===== config.mk =====
export PLATFORM = sky130hd
export DESIGN_NAME = demux_buffered
export DESIGN_NICKNAME = d
export VERILOG_FILES = /design/src/rtl/demux_buffered.sv
export SDC_FILE = /design/constraint.sdc
export NUM_CORES = 1
export LEC_CHECK = 0
export CAP_MARGIN = 30
export CORE_MARGIN = 4
export CORE_UTILIZATION = 35
export DETAILED_ROUTE_END_ITERATION = 12
export HOLD_SLACK_MARGIN = 0.12
export PLACE_DENSITY = 0.73
export SLEW_MARGIN = 40
export SYNTH_ARGS = -nofsm -noshare
export SYNTH_HDL_FRONTEND = slang
export SYNTH_SLANG_ARGS = --single-unit

===== constraint.sdc =====
create_clock -name clk -period 3.6 [get_ports clk]
set_clock_uncertainty 0.05 [all_clocks]
set_input_delay 0.72 -clock clk [delete_from_list [all_inputs] [get_ports clk]]
set_output_delay 0.72 -clock clk [all_outputs]
set_load 0.03 [all_outputs]

===== src/rtl/demux_buffered.sv =====
// demux_buffered: index-directed elastic demultiplexer.
// One {index, data} token pair is consumed per cycle and its data is written into
// the one-entry registered slot of output[index]. An index >= SIZE consumes and
// drops the pair. Each output slot is independent, so only the slot addressed by
// the head token can stall the input.
// Optional feature: define DEMUX_TOKEN_COUNT_EN to add the tok_count port. It holds one
// saturating delivered-token counter per output.
module demux_buffered #(
    parameter int SIZE        = 2,
    parameter int DATA_TYPE   = 64,
    parameter int SELECT_TYPE = 1,
    parameter int CNT_WIDTH   = 16
) (
    input  logic                      clk,
    input  logic                      rst,
    input  logic [SELECT_TYPE-1:0]    index,
    input  logic                      index_valid,
    output logic                      index_ready,
    input  logic [DATA_TYPE-1:0]      ins,
    input  logic                      ins_valid,
    output logic                      ins_ready,
    output logic [SIZE*DATA_TYPE-1:0] outs,
    output logic [SIZE-1:0]           outs_valid,
    input  logic [SIZE-1:0]           outs_ready
`ifdef DEMUX_TOKEN_COUNT_EN
    ,
    output logic [SIZE*CNT_WIDTH-1:0] tok_count
`endif
);

    // SIZE fits in SELECT_TYPE+1 bits because 2**SELECT_TYPE >= SIZE.
    localparam logic [SELECT_TYPE:0] SIZE_EXT = (SELECT_TYPE + 1)'(SIZE);

    // Reject parameter sets that cannot address every output.
    if (SIZE < 2 || (2 ** SELECT_TYPE) < SIZE || CNT_WIDTH < 1) begin : g_param_check
        $error("demux_buffered: illegal SIZE/SELECT_TYPE/CNT_WIDTH combination");
    end

    logic [SIZE-1:0] slot_free;
    logic            in_range;
    logic            sel_free;
    logic            fire;

    // Decide whether the head token pair can be consumed this cycle.
    // rst is part of the condition, so no token is taken while reset is asserted.
    always_comb begin
        in_range = ({1'b0, index} < SIZE_EXT);
        sel_free = 1'b0;
        for (int i = 0; i < SIZE; i++) begin
            if (index == SELECT_TYPE'(i)) begin
                sel_free = slot_free[i];
            end
        end
        fire = rst & index_valid & ins_valid & (~in_range | sel_free);
    end

    assign index_ready = fire;
    assign ins_ready   = fire;

    for (genvar gi = 0; gi < SIZE; gi++) begin : g_slot
        logic                 load;
        logic                 valid_q;
        logic                 valid_d;
        logic [DATA_TYPE-1:0] data_q;
        logic [DATA_TYPE-1:0] data_d;

        // The slot can accept data when it is empty or its content drains this cycle.
        assign slot_free[gi] = ~valid_q | outs_ready[gi];

        // Load on a routed fire. A slot that is drained and not reloaded goes empty.
        // A stalled slot keeps its data.
        always_comb begin
            load    = fire & in_range & (index == SELECT_TYPE'(gi));
            valid_d = load | (valid_q & ~outs_ready[gi]);
            data_d  = load ? ins : data_q;
        end

        // Slot register. Reset empties the slot and clears its data.
        always_ff @(posedge clk) begin
            if (!rst) begin
                valid_q <= 1'b0;
                data_q  <= '0;
            end else begin
                valid_q <= valid_d;
                data_q  <= data_d;
            end
        end

        assign outs[gi*DATA_TYPE +: DATA_TYPE] = data_q;
        assign outs_valid[gi]                  = valid_q;

`ifdef DEMUX_TOKEN_COUNT_EN
        logic [CNT_WIDTH-1:0] cnt_q;
        logic [CNT_WIDTH-1:0] cnt_d;

        // Count delivered tokens on this output. The count holds at its maximum value.
        always_comb begin
            cnt_d = cnt_q;
            if (valid_q && outs_ready[gi] && !(&cnt_q)) begin
                cnt_d = cnt_q + CNT_WIDTH'(1);
            end
        end

        // Counter register.
        always_ff @(posedge clk) begin
            if (!rst) begin
                cnt_q <= '0;
            end else begin
                cnt_q <= cnt_d;
            end
        end

        assign tok_count[gi*CNT_WIDTH +: CNT_WIDTH] = cnt_q;
`endif
    end

endmodule


* Word-level counts from Yosys, hierarchy flattened
Index checks and enable logic that the tools add are counted.
Widths: inputs -> output; s select.
** Cells by class
- Multiplexer cells :: 1
- Bitwise gates (word level) :: 16
** Operators by type and width (count)
- $and 1x1->1 :: 7
- $not 1->1 :: 5
- $or 1x1->1 :: 4
- $mux 1 :: 1
** Word-level totals
- Register bits after elaboration :: 130
- Output and inout port bits :: 132

* Logic depth before layout (Yosys ltp)
- Depth in word-level cells :: 6
- Gate-level depth with buffers :: 5
- Mapped depth without buffers :: 3

* Worst setup path before layout
OpenSTA, ideal clock, no wires.
- Path type :: input-to-output
- Start point :: input port ins_valid
- End point :: output port ins_ready
- Data arrival time :: 1654 ps
- Data required time :: 2830 ps
- Slack :: 1176 ps
- Stages on the path :: 3
- Cell sequence :: and3_1 > nor2b_1 > buf_4
** Between the ends
- Word-level cells in the longest chain between the ends :: 2
** Ends and longest elaborated chain
- start, declared :: line 20 : input logic ins_valid,
- $and 1x1->1 (2 in series) :: line 54 : fire = rst & index_valid & ins_valid & (~in_range | sel_free);
- end, declared :: line 21 : output logic ins_ready,
Every way passes these cells.

* Worst setup path after layout
Ends and elaborated chain as after synthesis.

==> impl_results.md <==
* Clk_lat worst skew at 410 ps
* Post-layout util at 56.8%
* Tot GR Track Use at 15.9%
* First-pass GRT wire length at 20.6 mm
* Avg WL per Cell at 14.4 um
* Initial antenna violation count at 0
* Diode count at 0
* Die Wd at 126 um
* Critical Path RT at 2830 ps
* Status: completed
* Met3 Use GR at 7.07%
* Die area at 15,900 um2
* Post-synthesis xor/xnor area fraction at 0%
* I/O Buffers at 202
* Grt total ovfl at 0
* Mapped Area at 4890 um2
* Worst slew pin tran at 654 ps
* CTS Buf Count at 17
* Synth Flop Type: dfxtp_1
* Max_cap viols at 0
* Setup Fix Bufs, Post-CTS at 0
* Reg2reg path depth at 4
* Max Clk Rate at 323 MHz
* Synth Area in Compound Gates at 0.307%
* Hold WC Path Type: flip-flop to flip-flop
* Synth area leader: dfxtp_1
* Core area at 13,500 um2
* Crit path DAT at 2330 ps
* Hold Path End: g_slot[0].data_q[1]
* Most common cell on crit path: clkdlybuf4s50_1
* Crit-path cells: clkdlybuf4s50_1 > and3_1 > nor2b_1 > clkdlybuf4s50_1
* Iter 0 DRT Violations at 139
* Synth top cells by count: nand2_1 (145), dfxtp_1 (130), mux2i_1 (129)
* Worst hold start: g_slot[0].data_q[1]
* Count leader, synth: nand2_1
* Post-Synth Adder-Cell Area at 0%
* Antenna Nets Post-Route at 0
* GPL Wtd Cong at 0.742
* CTS max path bufs at 2
* Largest net degree at the start of global routing at 86
* Global route hottest layer: met2
* Syn_area_per_cell at 9.91 um2
* Met1 usage at 17.6%
* Worst r2r dst: g_slot[1].data_q[35]
* Post-synth ARST share at 0%
* Number of flops mapped to enable cells by yosys at 0
* Final worst path period need at 3100 ps
* Slew HR at 56.4%
* Power Density at 497 nW/um2
* Die H at 126 um
* Vias/cell at 4.44
* Unrepaired setup endpoints after global routing: no
* DRT Wirelength at 12.6 mm
* Via count at 3,889
* Layout cells sized above 1 at 5.72%
* Synthesized netlist cell count at 493
* Synth Net Count at 564
* Crit-path slowest cell: clkdlybuf4s50_1
* Sequential area share after synthesis at 53.3%
* Router iterations before antenna repair at 4
* Crit-path max FO at 3
* Worst R2R Setup Slack at 1930 ps
* Worst VDD drop at 359 uV
* Post-Synth Simple-Gate Area at 12.1%
* Final slew viol count at 0
* Crit. End Element: output pin
* Leak at 3.33 nW
* Top-level I/O count at 203
* Nets at 757
* YS warnings at 0
* Synth top area share at 53.3%
* Kind of critical path: primary input to output pin
* FF-to-FF Start: g_slot[1].valid_q
* Slowest Stage Delay on Critical Path at 700 ps
* Mux share of post-synthesis cell area at 26.4%
* Hold depth at 2
* Yosys reg bits at 130
* Setup TNS at 0 ps
* Row count at 42
* # hold bufs at CTS at 0
* Clock slew at reported path FFs at 50 ps
* Post-synthesis cell type count at 16
* Drc violations at 0
* Largest family of logic cells by synthesized area: multiplexers
* CTS-repair resized insts at 0
* CTS H-tree lvls at 4
* Global Route met2 Usage at 26.4%
* CP startpoint kind: primary input
* CTS Sinks at 130
* Area contributors post-synth: dfxtp_1 (53%), mux2i_1 (26%), nand2_1 (11%)
* Effective utilization at floorplan at 36.3%
* Final setup viols at 0
* Crit share post-route at 86.0%
* CP Launch Point: ins_valid
* Fin. Hold Viols at 0
* P&R area growth vs syn at 56.5%
* CTS tree: built
* HPWL after detailed placement at 8.88 mm
* Vias in the first global route at 4,217
* Clock Root Buffer: clkbuf_16
-- state kept, by name, summed over array words and instances (netlist names) --
register,cells
g_slot.data_q,128
g_slot.valid_q,2
-- worst max-delay path by stage --
stage	endpoint	slack (ps)	depth (start not counted)
detailed placement	index_ready	530	4
finish	ins_ready	500	4
CTS	index_ready	510	4
global placement	index_ready	510	4
global route	index_ready	430	4
floorplan	ins_ready	1180	3
-- stage by stage --
| stage | instance area, um2 | power [W] | hold slack (ps) | setup slack (ps) | cells |
|---|---|---|---|---|---|
| floorplan | 4890 | 0.00175 | 433 | 1180 | 493 |
| global placement | 6980 | 0.00194 | 392 | 507 | 843 |
| detailed placement | 6980 | 0.00195 | 400 | 525 | 843 |
| CTS | 7640 | 0.00384 | 409 | 506 | 875 |
| global route | 7650 | 0.00394 | 429 | 432 | 875 |
| finish | 7650 | 0.00380 | 406 | 503 | 875 |
-- power by group --
group / switching, W / internal (W) / leakage, nW
Sequential: 0.0000250 / 0.00149 / 1.06
Clock: 0.000620 / 0.00126 / 0.311
Combinational: 0.000211 / 0.000190 / 1.96
-- final cells by class --
cell class                 instances  area (um2)
fill                            1179        5810
sequential                       130        2600
clock buffer                      19         453
inverter                          47         176
tap                              176         220
multi-input combinational        283        1910
clock inverter                    13         208
timing repair buffer             207        2070
-- cell usage in the layout, fill, tap and decap left out, drive strengths merged, types with 4 or more instances in the layout --
master,Yosys,final
clkbuf,13,19
mux2i,129,129
clkdlybuf4s50,0,201
clkinvlp,0,4
bufinv,0,5
nand2,145,145
clkinv,0,4
inv,47,47
dfxtp,130,130
buf,20,6
-- metal layers --
layer | up-vias | routed length (um)
met5 | - | 0
met4 | 0 | 321
met3 | 25 | 1090
met2 | 143 | 6120
met1 | 1776 | 5040
li1 | 1945 | -
-- kinds of logic after synthesis --
group / count (synthesis)
multiplexers: 129
AO/OA/AOI/OAI: 2
AND/OR/NAND/NOR: 152
flip-flops: 130
buffers and inverters: 80
-- critical path: cells and delay by family --
| kind | cells | cell delay [ps] |
|---|---|---|
| buffers and inverters | 2 | 1170 |
| and+or+nand+nor | 2 | 440 |
(Power assumes the default switching activity.)
